## config.mk

```make
export PLATFORM = sky130hd
export DESIGN_NAME = ant_motor_drive
export DESIGN_NICKNAME = d
export VERILOG_FILES = /design/src/rtl/ant_motor_drive.sv
export SDC_FILE = /design/constraint.sdc
export NUM_CORES = 1
export LEC_CHECK = 0
export ABC_AREA = 1
export CAP_MARGIN = 5
export CORE_MARGIN = 2
export CORE_UTILIZATION = 35
export CTS_CLUSTER_DIAMETER = 100
export DETAILED_ROUTE_END_ITERATION = 16
export RECOVER_POWER = 100
export SYNTH_ARGS = -nofsm -noshare
export SYNTH_HDL_FRONTEND = slang
export SYNTH_SLANG_ARGS = --single-unit
```

## constraint.sdc

```tcl
create_clock -name clk -period 5.75 [get_ports clk]
set_input_delay 0.575 -clock clk [delete_from_list [all_inputs] [get_ports clk]]
set_output_delay 0.575 -clock clk [all_outputs]
set_load 0.005 [all_outputs]
```

## src/rtl/ant_motor_drive.sv

```systemverilog
// Differential-drive motor stage: turns registered TL/TR/F steering commands into
// per-wheel PWM and direction, with ramped duty and zero-duty direction reversal.
module ant_motor_drive #(
  parameter int PWM_BITS  = 8,
  parameter int PRESCALE  = 4,
  parameter int DUTY_MAX  = 200,
  parameter int TURN_DUTY = 120,
  parameter int RAMP_STEP = 20
) (
  input  logic       clk,
  input  logic       rst,
  input  logic       en,
  input  logic       TL,
  input  logic       TR,
  input  logic       F,
  output logic       pwm_l,
  output logic       pwm_r,
  output logic       dir_l,
  output logic       dir_r,
  output logic       moving,
  output logic       cmd_err,
  output logic [1:0] status
);

  localparam int DW       = PWM_BITS + 1;
  localparam int PS_W     = (PRESCALE > 1) ? $clog2(PRESCALE) : 1;
  localparam int STEP_SAT = (RAMP_STEP > (1 << PWM_BITS) - 1) ? (1 << PWM_BITS) - 1 : RAMP_STEP;
  localparam logic [DW-1:0]       STEP     = DW'(STEP_SAT);
  localparam logic [DW-1:0]       D_FULL   = DW'(DUTY_MAX);
  localparam logic [DW-1:0]       D_TURN   = DW'(TURN_DUTY);
  localparam logic [PS_W-1:0]     PS_LAST  = PS_W'(PRESCALE - 1);
  localparam logic [PWM_BITS-1:0] CNT_LAST = '1;

  typedef enum logic [1:0] {
    ST_STOP   = 2'd0,
    ST_ACCEL  = 2'd1,
    ST_CRUISE = 2'd2,
    ST_BRAKE  = 2'd3
  } status_t;

  // Move d toward t by at most STEP, landing exactly on t; one spare bit keeps d+STEP from wrapping.
  function automatic logic [DW-1:0] ramp_to(input logic [DW-1:0] d, input logic [DW-1:0] t);
    logic [DW-1:0] r;
    r = d;
    if (d < t)      r = ((t - d) > STEP) ? d + STEP : t;
    else if (d > t) r = ((d - t) > STEP) ? d - STEP : t;
    return r;
  endfunction

  logic [3:0]          cmd_q;
  logic [PS_W-1:0]     presc;
  logic [PWM_BITS-1:0] pwm_cnt;
  logic [PWM_BITS-1:0] duty_l, duty_r;
  logic                tick, pend, illegal;
  logic [DW-1:0]       tgt_l, tgt_r, duty_l_n, duty_r_n;
  logic                tdir_l, tdir_r, dir_l_n, dir_r_n;
  status_t             status_q, status_n;

  assign tick    = (presc == PS_LAST);
  assign pend    = tick && (pwm_cnt == CNT_LAST);
  assign illegal = cmd_q[2] & cmd_q[1];

  // Target decode from the registered command {en,TL,TR,F}
  always_comb begin
    tgt_l  = '0;
    tgt_r  = '0;
    tdir_l = dir_l;
    tdir_r = dir_r;
    if (cmd_q[3] && !illegal) begin
      case (cmd_q[2:0])
        3'b001: begin tdir_l = 1'b1; tgt_l = D_FULL; tdir_r = 1'b1; tgt_r = D_FULL; end
        3'b100: begin tdir_l = 1'b0; tgt_l = D_TURN; tdir_r = 1'b1; tgt_r = D_TURN; end
        3'b010: begin tdir_l = 1'b1; tgt_l = D_TURN; tdir_r = 1'b0; tgt_r = D_TURN; end
        3'b101: begin tdir_l = 1'b1; tgt_l = D_TURN; tdir_r = 1'b1; tgt_r = D_FULL; end
        3'b011: begin tdir_l = 1'b1; tgt_l = D_FULL; tdir_r = 1'b1; tgt_r = D_TURN; end
        default: ;
      endcase
    end
  end

  // A wheel facing the wrong way brakes to zero first, flips direction only once stopped
  always_comb begin
    dir_l_n  = dir_l;
    dir_r_n  = dir_r;
    duty_l_n = {1'b0, duty_l};
    duty_r_n = {1'b0, duty_r};
    if (pend) begin
      if (dir_l != tdir_l) begin
        duty_l_n = ramp_to({1'b0, duty_l}, '0);
        if (duty_l == '0) dir_l_n = tdir_l;
      end else begin
        duty_l_n = ramp_to({1'b0, duty_l}, tgt_l);
      end
      if (dir_r != tdir_r) begin
        duty_r_n = ramp_to({1'b0, duty_r}, '0);
        if (duty_r == '0) dir_r_n = tdir_r;
      end else begin
        duty_r_n = ramp_to({1'b0, duty_r}, tgt_r);
      end
    end
  end

  always_comb begin
    status_n = ST_ACCEL;
    if (duty_l_n == '0 && duty_r_n == '0 && tgt_l == '0 && tgt_r == '0)
      status_n = ST_STOP;
    else if (duty_l_n == tgt_l && duty_r_n == tgt_r && dir_l_n == tdir_l && dir_r_n == tdir_r)
      status_n = ST_CRUISE;
    else if (dir_l_n != tdir_l || dir_r_n != tdir_r || duty_l_n > tgt_l || duty_r_n > tgt_r)
      status_n = ST_BRAKE;
  end

  always_ff @(posedge clk) begin
    if (!rst) begin
      cmd_q    <= '0;
      presc    <= '0;
      pwm_cnt  <= '0;
      duty_l   <= '0;
      duty_r   <= '0;
      dir_l    <= 1'b1;
      dir_r    <= 1'b1;
      pwm_l    <= 1'b0;
      pwm_r    <= 1'b0;
      moving   <= 1'b0;
      cmd_err  <= 1'b0;
      status_q <= ST_STOP;
    end else begin
      cmd_q    <= {en, TL, TR, F};
      presc    <= tick ? '0 : presc + 1'b1;
      pwm_cnt  <= tick ? pwm_cnt + 1'b1 : pwm_cnt;
      duty_l   <= duty_l_n[PWM_BITS-1:0];
      duty_r   <= duty_r_n[PWM_BITS-1:0];
      dir_l    <= dir_l_n;
      dir_r    <= dir_r_n;
      pwm_l    <= (duty_l > pwm_cnt);
      pwm_r    <= (duty_r > pwm_cnt);
      moving   <= (duty_l_n != '0) || (duty_r_n != '0);
      cmd_err  <= illegal;
      status_q <= status_n;
    end
  end

  assign status = status_q;

endmodule
```

==> reports/results.txt, run 1 <==
top post-synthesis cells by count -> nand2_1 (197), inv_1 (105), nor2_1 (75)
status -> complete, no violations
drc violations -> 0
area fraction of the dominant cell type after synthesis -> 0.161
Yosys reg bits -> 38
Die Height -> 120 um
prevailing post-synth register cell -> dfxtp_1
Hold Path Class -> flop to flop
R2R depth -> 28
Max VDD drop -> 0.137 mV
Worst Skew -> 0.00445 ns
H-tree levels -> 2
GRT overflow -> 0
cell-internal power -> 0.583 mW
Min-Delay Path Depth -> 1
worst skew pair latency -> 0.28 ns
HPWL Detailed -> 10100 um
P_leak -> 2.79 nW
cell mode on critical path -> nand2_1
Post-Route WL -> 12700 um
Avg Cell Area, Syn -> 6.23 um2
crit-path max cell delay -> 0.61 ns
post-synth cell types -> 55
setup_tns -> 0 ns
DP Cell Count -> 941
post-synth top area cell -> dfxtp_1
Worst Path Arrival -> 4.91 ns
# fillers -> 1484
total power draw -> 0.887 mW
Initial Utilization -> 0.358
final worst slack -> 1.01 ns
sum of buffers and inverters on the critical path -> 3
row count -> 42
diodes inserted -> 0
GRT Total Usage -> 0.180
Iter 0 DRT Violations -> 328
share of cells above drive strength 1 -> 0.0880
CP endpoint kind -> flop
RSZ-0062 raised after global routing -> no
NumNets Final -> 836
CTS Hold Bufs -> 0
TritonCTS Buffers -> 5
first-pass GRT wire length -> 21300 um
Ys Warns -> 0
Pre-antenna DRT Iters -> 5
I/O Pins -> 14
critical path fanouts, max -> 11
crit share post-route -> 0.824
synthesized net count -> 825
initial antenna violation count -> 0
Non-Filler Instances -> 949
largest net degree at the start of global routing -> 24
number of nets with antenna violations after routing -> 0
post-synthesis cell count -> 761
max-slew violations -> 0
Worst-Margin Slew -> 0.881 ns
Hold Slack -> 0.423 ns
Setup-failing EPs final -> 0
Comb pwr share -> 0.340
Stages on worst setup path -> 28
switching share of power -> 0.343
Slew Limit Headroom -> 0.408
Place WS -> 1.30 ns
CTS tree -> built
Clk pwr share -> 0.349
Worst-path clk slew -> 0.06 ns
Fmax achieved -> 211 MHz
Startpoint Class -> flop
FFs w/ async S/R, synth -> 0
min Tclk post-route -> 4.74 ns
Core Area -> 13200 um2
maxcap violations -> 0
slowest CP cell -> ha_1
Seq/Total Area, Yosys -> 0.161
Die W -> 120 um
CP top delay family -> simple AND/OR/NAND/NOR gates
drt via density -> 4.98
Flop pwr share -> 0.310
final hold vios -> 0
DR WL/cell -> 13.4 um
total clock sinks -> 38
number of global-route vias before repair -> 4330
CTS Root Cell -> clkbuf_16
DR vias -> 4722
clk buf depth -> 2
Die Area -> 14500 um2
Worst Path Required -> 5.92 ns
Post-CTS Setup Inserts -> 0
Sw Pwr -> 0.304 mW
number of buffers added on ports -> 13
cell with the most instances after synthesis -> nand2_1
Mapped Area -> 4740 um2
Area growth syn-to-layout -> 8.19%
quantity of gates resized following cts -> 0
Area contributors post-synth -> dfxtp_1 (16%), nand2_1 (16%), ha_1 (15%), inv_1 (8.3%), nand3_1 (7.7%)
Worst Setup Path Type -> flop to flop
Power Density -> 173 nW/um2
Post-synth EDFFs -> 0
RePlAce Congestion -> 0.935
-- logic make-up after synthesis --
kind of cell,share of synthesized area
buf+inv,0.115
compound gates,0.127
xor+xnor,0.0259
flops,0.161
fa+ha+maj,0.156
simple gates,0.415
-- final cells by class --
class                      count  area [um2]  share of cell area
timing repair buffer          15         145              0.0283
clock buffer                   7         133              0.0259
inverter                     119         453              0.0884
clock inverter                 1        30.0             0.00586
multi-input combinational    593        3380               0.660
tap                          176         220              0.0430
sequential                    38         761               0.148
-- through the flow --
stage,util,instance area [um2]
detailed placement,0.378,5010
CTS,0.391,5170
global placement,0.378,5010
global route,0.387,5130
floorplan,-,4740
finish,0.387,5130
-- per-layer routing --
| layer | global-route usage | vias to the layer above | routed length [um] |
|---|---|---|---|
| li1 | - | 2491 | - |
| met1 | 0.249 | 2095 | 6210 |
| met2 | 0.300 | 118 | 5800 |
| met3 | 0.0170 | 18 | 506 |
| met4 | 0.0458 | 0 | 180 |
| met5 | 0 | - | 0 |
-- flip-flops by register name, indices dropped and copies added, names as in the netlist, 2 cells and up --
register,cells
cmd_q,4
duty_l,8
duty_r,8
presc,2
pwm_cnt,8
status,2
-- cells in the final DEF, fill, tap and decap left out, types with 2 or more instances in the layout --
master / instances
a211oi_1: 3
clkinv_1: 2
ha_1: 56
a31oi_1: 3
nor2_1: 75
o21ai_1: 4
nor2_4: 7
nand2_1: 201
clkdlybuf4s50_1: 4
a21o_1: 2
nand4_1: 10
nor2_2: 9
and2_4: 2
inv_2: 8
a21oi_2: 4
inv_1: 106
xor2_1: 13
dfxtp_1: 38
buf_4: 2
o21ai_0: 19
dlygate4sd3_1: 9
or2_2: 4
o22ai_1: 5
nand3b_1: 4
nor3_1: 9
fa_1: 2
nand2_2: 12
clkbuf_1: 2
nand3_2: 2
a21oi_1: 49
inv_4: 2
clkbuf_16: 5
nand3_1: 76
nand2_4: 3
-- power by group through the flow --
stage               logic, mW  clock network, mW  registers (mW)
floorplan               0.245                  0           0.280
global placement        0.309                  0           0.281
detailed placement      0.306                  0           0.281
CTS                     0.308              0.315           0.275
global route            0.342              0.325           0.276
finish                  0.302              0.310           0.275
-- final timing paths --
check | endpoint | startpoint | slack, ns
hold / removal | presc[0]$_SDFF_PP0_ | presc[0]$_SDFF_PP0_ | 0.42
setup reg to reg | status[1]$_SDFF_PP0_ | cmd_q[0]$_SDFF_PN0_ | 1.01
setup / recovery | status[1]$_SDFF_PP0_ | cmd_q[0]$_SDFF_PN0_ | 1.01
hold reg to reg | presc[0]$_SDFF_PP0_ | presc[0]$_SDFF_PP0_ | 0.42
No activity file was read; power rests on OpenSTA's default activity.
==> run 2, diff against run 1 <==
Clock period 5.75 ns to 4.09 ns, I/O delays scaled along.
==> run 2 against run 1 <==
- final area increased by 7.7%
- sequential power up 41%
- critical path depth is the same
- register-to-register slack got worse by 0.77 ns
- largest cell class unchanged
- first-iteration DRC count grew 0.91%
- count of clock-buffer cells in the layout fell by 2
- wire length grew 4.8%
- die area unchanged
- non-clock buffer count is 23 higher
==> reports/results.txt, run 2 (synthesis gave the netlist of run 1 again) <==
Max VDD drop -> 0.191 mV (+39%)
final worst slack -> 0.242 ns (-0.771 ns)
Non-Filler Instances -> 972 (+2.4%)
Iter 0 DRT Violations -> 331 (+0.91%)
min Tclk post-route -> 3.85 ns (-0.889 ns)
GRT overflow -> 0 (unchanged)
CTS tree -> built
initial antenna violation count -> 0 (unchanged)
most frequent cells in the layout -> nand2_1 (192), inv_1 (102), nor2_1 (74)
Die W -> 120 um (unchanged)
flip-flop and latch area -> 767 um2 (+0.82%)
Place WS -> 0.128 ns (-1.17 ns)
Die Area -> 14500 um2 (unchanged)
diodes inserted -> 0 (unchanged)
share of cells above drive strength 1 -> 0.163 (+0.0753)
DR vias -> 4874 (+3.2%)
Fmax achieved -> 260 MHz (+23%)
Pre-antenna DRT Iters -> 5 (unchanged)
CP endpoint kind -> flop
Crit Reg-Reg Startpoint -> cmd_q[2]$_SDFF_PN0_
Setup-failing EPs final -> 0 (unchanged)
crit-path max cell delay -> 0.37 ns (-0.24 ns)
status -> complete, no violations
CTS Root Cell -> clkbuf_16
clk buf depth -> 2 (unchanged)
Multi-input gate area -> 3580 um2 (+5.9%)
I/O Pins -> 14 (unchanged)
CTS Hold Bufs -> 0 (unchanged)
drc violations -> 0 (unchanged)
Post-Place Cell Area -> 5150 um2 (+2.8%)
HPWL Detailed -> 10600 um (+4.8%)
Die Height -> 120 um (unchanged)
Worst Path Required -> 4.27 ns (-1.65 ns)
number of buffers added on ports -> 13 (unchanged)
Worst Skew -> 0.00632 ns (+0.00187 ns)
number of nets with antenna violations after routing -> 0 (unchanged)
# fillers -> 1439 (-3.0%)
RePlAce Congestion -> 0.963 (+3.0%)
slowest CP cell -> fa_2
crit path from -> cmd_q[2]$_SDFF_PN0_
TritonCTS Buffers -> 5 (unchanged)
Area growth syn-to-layout -> 16.6%
P_leak -> 2.92 nW (+4.6%)
critical path fanouts, max -> 4 (-7)
H-tree levels -> 2 (unchanged)
DP Cell Count -> 960 (+2.0%)
crit share post-route -> 0.941 (+0.117)
final hold vios -> 0 (unchanged)
largest net degree at the start of global routing -> 24 (unchanged)
Hold Path Class -> flop to flop
cell mode on critical path -> nand2_1
Startpoint Class -> flop
total clock sinks -> 38 (unchanged)
row count -> 42 (unchanged)
Worst-Margin Slew -> 0.802 ns (-0.0788 ns)
drt via density -> 5.01 (+0.78%)
maxcap violations -> 0 (unchanged)
Initial Utilization -> 0.358 (unchanged)
NumNets Final -> 859 (+2.8%)
largest registers -> duty_l (8), duty_r (8), pwm_cnt (8)
Post-Route WL -> 13300 um (+4.8%)
max-slew violations -> 0 (unchanged)
number of global-route vias before repair -> 4510 (+4.2%)
Worst-path clk slew -> 0.06 ns (about the same)
Worst Setup Path Type -> flop to flop
hold wc startpoint -> presc[0]$_SDFF_PP0_
DR WL/cell -> 13.7 um (+2.3%)
GRT Total Usage -> 0.184 (+0.00396)
most common cell after layout, fill and taps aside -> nand2_1
final instance area -> 5520 um2 (+7.7%)
Core Area -> 13200 um2 (unchanged)
Worst Path Arrival -> 4.02 ns (-0.89 ns)
setup_tns -> 0 ns (unchanged)
Power Density -> 237 nW/um2 (+37%)
first-pass GRT wire length -> 21700 um (+2.1%)
worst skew pair latency -> 0.28 ns (about the same)
Slew Limit Headroom -> 0.464 (+0.0564)
-- run 2: repair_timing --
item / in CTS / in global routing
endpoints found under the setup margin: 0 / 2
resized for setup: 0 / 41
buffers inserted: 0 / 4
-- run 2: area by class of cell --
class / count / share of cell area
inverter: 119 / 0.0827
multi-input combinational: 593 / 0.649
tap: 176 / 0.0399
clock inverter: 3 / 0.00816
clock buffer: 5 / 0.0227
sequential: 38 / 0.139
timing repair buffer: 38 / 0.0589
-- run 2: path summary, 6_finish.rpt --
kind / end / slack, ns / cells past startpoint
max: status[1]$_SDFF_PP0_ / 0.24 / 28
max reg2reg: status[1]$_SDFF_PP0_ / 0.24 / 28
min: presc[0]$_SDFF_PP0_ / 0.43 / 1
min reg2reg: presc[0]$_SDFF_PP0_ / 0.43 / 1
-- run 2: power breakdown --
| group | internal [mW] | switching (mW) | leakage (nW) |
|---|---|---|---|
| registers | 0.380 | 0.00642 | 0.309 |
| clock network | 0.288 | 0.161 | 0.0760 |
| logic | 0.180 | 0.295 | 2.54 |
-- run 2: layer usage --
| metal | vias up | GRT usage | share of wire |
|---|---|---|---|
| li1 | 2528 | - | - |
| met2 | 144 | 0.318 | 0.47 |
| met4 | 0 | 0.0560 | 0.024 |
| met3 | 23 | 0.0175 | 0.044 |
| met1 | 2179 | 0.243 | 0.46 |
| met5 | - | 0 | 0 |
-- run 2: per-stage QoR --
step           power [mW]   util  hold WS [ns]
2_1_floorplan       0.738      -         0.404
3_3_place_gp        0.840  0.389         0.419
3_5_place_dp        0.834  0.389         0.421
6_report             1.31  0.417         0.426
5_1_grt              1.39  0.417         0.457
4_1_cts              1.28  0.402         0.430
-- run 2: critical path: cells and delay by family, from the launching register on --
family                   cells  cell delay (ns)
AO/OA/AOI/OAI                5             0.82
adder cells (fa/ha/maj)      3             0.76
XOR/XNOR                     1             0.18
flip-flops                   1             0.36
buffers and inverters        4             0.40
AND/OR/NAND/NOR             15             1.22
==> run 3, diff against run 2 <==
Settings changed: SKIP_CTS_REPAIR_TIMING set to 1.
==> results of run 3 <==
Final layout, timing and power as in run 2 (identical DEF).
==> RTL change 1: new RTL, flow settings as in run 2 <==
Change the parameter `PWM_BITS` from 8 to 7.
--- a/src/rtl/ant_motor_drive.sv
+++ b/src/rtl/ant_motor_drive.sv
@@ -3,3 +3,3 @@
 module ant_motor_drive #(
-  parameter int PWM_BITS  = 8,
+  parameter int PWM_BITS  = 7,
   parameter int PRESCALE  = 4,
Formal check against the unedited RTL: same outputs for any inputs over 10 cycles, from zero or initial values and one cycle with rst low; that may be too few to reach the edited logic, so the function may still have changed.
==> RTL change 1 against run 2 <==
Fmax increased by 1.0%. Clock power decreased by 24%. Design area decreased by 19%. Wire length decreased by 18%. Via count decreased by 21%. Global-route usage increased by 0.41 points. Clock skew decreased by 0.0032 ns. Power decreased by 22%. Synthesized area decreased by 20%. Sequential cell count decreased by 3. Combinational power decreased by 33%. Non-clock buffer count increased by 1. Setup slack improved by 0.038 ns. Critical path type unchanged. Largest cell class unchanged. Largest power group is now registers.
==> RTL change 1: results (changes against run 2) <==
* Slowest stage delay, CP at 0.39 ns (+0.02 ns)
* Setup Skew at 0.00308 ns (-0.00324 ns)
* Netlist cell types at 44 (-20%)
* Synth top cells by count: nand2_1 (128), inv_1 (82), nor2_1 (75)
* DRT met1 WL at 5330 um (-13%)
* Post-placement cell count at 758 (-21%)
* Vias in the first global route at 3580 (-21%)
* Highest metal used: met4
* Worst hold path type: reg -> reg
* Status: completed
* Met2 wire len at 5010 um (-20%)
* Router iterations before antenna repair at 4 (-1)
* IR drop worst, VDD at 0.000119 V (-38%)
* CTS clk-pin slew, worst paths at 0.08 ns (+0.02 ns)
* Worst skew pair latency at 0.30 ns (+0.02 ns)
* First-pass GRT wire length at 17500 um (-20%)
* TritonCTS buffer count at 5 (unchanged)
* Main synth FF type: dfxtp_1
* WL/cell at 14.1 um (+3.3%)
* Top post-synthesis cells by area: dfxtp_1 (18%), ha_1 (16%), nand2_1 (13%), inv_1 (8.1%), nor2_1 (7.4%)
* Drt via density at 5.01 (-0.18%)
* Largest net degree at the start of global routing at 17 (-29%)
* Sequential area share after synthesis at 18.5% (+2.4 points)
* Top Family by Delay on Critical Path: simple AND/OR/NAND/NOR gates
* Mapped Nets at 647 (-22%)
* GRT Util Overall at 18.8% (+0.41 points)
* Post-DP Area at 0.00422 mm2 (-18%)
* Top flop regs: duty_l x7, duty_r x7, pwm_cnt x7
* Crit Path Max Fanout at 8 (+4)
* Dpl hpwl at 8530 um (-20%)
* Crit-path slowest cell: dfxtp_4
* Worst-margin pin slew at 0.728 ns (-0.0745 ns)
* P_leak at 0.00233 uW (-20%)
* Port Buffers at 13 (unchanged)
* Share of layout cells above drive strength 1 at 15.5% (-0.85 points)
* Crit path DAT at 4.05 ns (+0.03 ns)
* GPL Wtd Cong at 0.931 (-3.3%)
* Root Buffer: clkbuf_8
* Iteration-0 DRC Markers at 310 (-6.3%)
* Non-Filler Instances at 773 (-20%)
* Mapped Cells at 592 (-22%)
* Post-layout nets at 687 (-20%)
* WL met3 at 487 um (-17%)
-- RTL change 1: cell type report --
class,count,area (um2)
fill,1136,6200
multi-input combinational,459,2820
sequential,35,707
inverter,92,352
timing repair buffer,39,322
tap,140,175
clock buffer,5,68.8
clock inverter,3,47.5
-- RTL change 1: metrics by stage --
step / setup TNS, ns / setup WS, ns
2_1_floorplan: 0 / 0.326
3_3_place_gp: 0 / 0.123
3_5_place_dp: 0 / 0.0992
4_1_cts: 0 / 0.0737
5_1_grt: -0.0252 / -0.0252
6_report: 0 / 0.280
-- RTL change 1: worst reg2reg max path, cell delays in order (launching register included) --
cell and delay (ns):
dfxtp_4 0.39, inv_1 0.05, or2_2 0.29, a21oi_2 0.17
inv_2 0.08, buf_4 0.14, ha_1 0.20, a21o_1 0.19
o21ai_2 0.20, a21oi_4 0.11, inv_2 0.15, nor2_4 0.06
nand2_1 0.07, nor2_1 0.04, o21ai_1 0.11, nand3_1 0.11
a21oi_2 0.17, inv_1 0.06, ha_1 0.26, nand2_1 0.06
inv_1 0.05, nand3_1 0.08, nand3b_1 0.18, nor2_1 0.17
nand4_2 0.13, nand2_1 0.07, inv_1 0.05, a21oi_2 0.12
-- RTL change 1: path summary, 6_finish.rpt --
check / slack [ns] / cells after the start / to / startpoint
min reg2reg: 0.44 / 1 / presc[0]$_SDFF_PP0_ / presc[0]$_SDFF_PP0_
max: 0.28 / 27 / status[1]$_SDFF_PP0_ / cmd_q[2]$_SDFF_PN0_
max reg2reg: 0.28 / 27 / status[1]$_SDFF_PP0_ / cmd_q[2]$_SDFF_PN0_
min: 0.44 / 1 / presc[0]$_SDFF_PP0_ / presc[0]$_SDFF_PP0_
-- RTL change 1: kinds of logic after synthesis --
kind of cell	count (synthesis)	synth area share [%]
and+or+nand+nor	293	35.9
AOI/OAI and AO/OA	100	15.4
buffers and inverters	98	9.80
adders and majority gates	49	16.6
DFF	35	18.5
xor gates and xnor gates	17	3.92
-- RTL change 1: power breakdown --
group	switching, uW	total [uW]	internal [uW]
Sequential	7.30	356	349
Clock	157	343	185
Combinational	195	319	124
Total	360	1020	658
-- RTL change 1: repair_timing --
item | in CTS | in global routing
hold buffers | 0 | 0
resized for setup | 0 | 33
setup endpoints to repair | 0 | 2
buffers inserted | 0 | 7
hold endpoints to repair | 0 | 0
-- RTL change 1: per-layer routing --
metal | track usage (%) | vias up
met5 | 0 | -
li1 | - | 2009
met4 | 2.75 | 0
met1 | 26.4 | 1783
met2 | 31.0 | 66
met3 | 3.07 | 11
==> RTL change 2: new RTL, config.mk and constraints of run 2 <==
Without the edit above. Register the output `cmd_err` once more, cleared by the reset; this adds one clock of latency there. The other outputs are not delayed to match.
--- a/src/rtl/ant_motor_drive.sv
+++ b/src/rtl/ant_motor_drive.sv
@@ -39,2 +39,4 @@
   } status_t;
+
+  logic cmd_err_s0;
 
@@ -124,3 +126,3 @@
       moving   <= 1'b0;
-      cmd_err  <= 1'b0;
+      cmd_err_s0 <= 1'b0;
       status_q <= ST_STOP;
@@ -137,3 +139,3 @@
       moving   <= (duty_l_n != '0) || (duty_r_n != '0);
-      cmd_err  <= illegal;
+      cmd_err_s0 <= illegal;
       status_q <= status_n;
@@ -144,2 +146,10 @@
 
+  always_ff @(posedge clk) begin
+    if (!rst) begin
+      cmd_err <= '0;
+    end else begin
+      cmd_err <= cmd_err_s0;
+    end
+  end
+
 endmodule
Behaviour: not the same (a bounded check fails within 4 cycles, from zero or initial values and one cycle with rst low).
==> RTL change 2 against run 2 <==
Design area shrank 0.97%. Sequential power grew 2%. Synthesized area rose by 1.4%. Via count fell by 3.1%. Sequential share of layout area is 0.43 points higher. Sequential cell count rose by 1. Power down 0.28%. Clock skew up 0.0053 ns. Global-route usage about the same. Setup slack improved by 0.10 ns. Final cell count decreased by 2.3%. Wire length is 3.0% lower. Highest routed layer unchanged.
==> RTL change 2: results (changes against run 2) <==
* Slowest stage delay, CP at 0.51 ns (+0.14 ns)
* Crit Path Max Fanout at 6 (+2)
* IR drop worst, VDD at 0.000176 V (-8.1%)
* Post-layout nets at 837 (-2.6%)
* Fin. max-slew vios at 0 (unchanged)
* Routing usage on met2 at 31.4% (-0.43 points)
* Dpl hpwl at 10200 um (-4.2%)
* TritonCTS buffer count at 5 (unchanged)
* WL/cell at 13.6 um (-0.76%)
* Status: completed
* DRC violations left at 0 (unchanged)
* CTS clk-pin slew, worst paths at 0.07 ns
* Post-placement cell count at 933 (-2.8%)
* First-pass GRT wire length at 22000 um (+1.5%)
* Share of layout cells above drive strength 1 at 17.6% (+1.2 points)
* CTS H-tree lvls at 2 (unchanged)
* Crit-path slowest cell: fa_2
* Top post-synthesis cells by area: dfxtp_1 (16%), nand2_1 (15%), ha_1 (15%), inv_1 (6.6%), nand3_1 (6.5%)
* GRT Util Overall at 18.4% (about the same)
* Main synth FF type: dfxtp_1
* Post-synth ARST share at 0% (unchanged)
* Ys Warns at 0 (unchanged)
* Initial antenna violation count at 0 (unchanged)
* Top flop regs: duty_l x8, duty_r x8, pwm_cnt x8
* Root Buffer: clkbuf_16
* Mapped Nets at 807 (-2.2%)
* Global routing usage on met3 at 1.27% (-0.48 points)
* P_leak at 0.00279 uW (-4.5%)
* Largest net degree at the start of global routing at 25 (+4.2%)
* Worst skew pair latency at 0.28 ns (about the same)
* Synth top cells by count: nand2_1 (191), inv_1 (84), nor2_1 (67)
* Worst-margin pin slew at 0.878 ns (+0.0752 ns)
* Vias post-DR at 4724 (-3.1%)
* Synth Area per Inst at 6.47 um2 (+3.9%)
* Port Buffers at 13 (unchanged)
* Iteration-0 DRC Markers at 284 (-14%)
* Post-DP Area at 0.00516 mm2 (+0.19%)
* Non-Filler Instances at 950 (-2.3%)
* Vias in the first global route at 4466 (-0.98%)
* Router iterations before antenna repair at 5 (unchanged)
* Netlist cell types at 55 (unchanged)
* GPL Wtd Cong at 0.950 (-1.3%)
* Setup Skew at 0.0116 ns (+0.00531 ns)
* Met1 Usage GRT at 25.1% (+0.87 points)
* Sequential area share after synthesis at 16.2% (+0.19 points)
* Clock buffer depth at 2 (unchanged)
* Worst hold path type: reg -> reg
* Antenna diode count at 0 (unchanged)
[RTL change 2: cell types whose count changed in the layout (fill, tap and decap cells not counted), moves of 6 or more]
| cell | run 2 | this run |
|---|---|---|
| nand3_2 | 4 | 12 |
| inv_2 | 11 | 18 |
| nand3_1 | 73 | 61 |
| inv_1 | 102 | 81 |
| nor2_1 | 74 | 68 |
| a21oi_1 | 44 | 52 |
[RTL change 2: logic make-up after synthesis]
logic type / share of synthesized area, %
flops: 16.2
simple gates: 42.0
xor+xnor: 2.55
compound gates: 13.4
fa+ha+maj: 15.4
buf+inv: 10.4
[RTL change 2: timing repair]
action | 4_1_cts | 5_1_grt
setup buffers | 0 | 8
gates resized for setup | 0 | 23
endpoints found under the setup margin | 0 | 2
[RTL change 2: final cells by class]
class / instances / area (um2)
clock buffer: 5 / 125
inverter: 103 / 399
clock inverter: 3 / 46.3
fill: 1457 / 7880
timing repair buffer: 36 / 307
multi-input combinational: 588 / 3590
tap: 176 / 220
sequential: 39 / 783
[RTL change 2: worst paths after layout]
check	startpoint	slack, ns	cells after the start	endpoint
max	cmd_q[0]$_SDFF_PN0_	0.34	29	status[1]$_SDFF_PP0_
max reg2reg	cmd_q[0]$_SDFF_PN0_	0.34	29	status[1]$_SDFF_PP0_
min reg2reg	presc[0]$_SDFF_PP0_	0.43	1	presc[0]$_SDFF_PP0_
min	presc[0]$_SDFF_PP0_	0.43	1	presc[0]$_SDFF_PP0_
[RTL change 2: per-layer routing]
layer,wire length (um),vias up,part of all wire [%]
met5,0,-,0
met4,240,0,1.9
met3,482,19,3.7
met2,6030,113,47
met1,6150,2100,48
li1,-,2492,-
[RTL change 2: critical path: cells and delay by family, from the launching register on]
family	cells	cell delay (ns)
AO/OA/AOI/OAI	6	0.77
adder cells (fa/ha/maj)	3	1.01
buffers and inverters	3	0.30
flip-flops	1	0.33
AND/OR/NAND/NOR	17	1.23
[RTL change 2: report_power, final]
part	internal [uW]	total, uW	switching [uW]
logic	170	456	286
registers	389	395	5.91
clock network	290	456	166
[RTL change 2: stage by stage]
stage	setup slack (ns)	TNS, ns
final	0.342	0
after global routing	-0.0484	-0.0484
after CTS	0.172	0
after detailed placement	0.192	0
after global placement	0.156	0
after floorplan	0.331	0
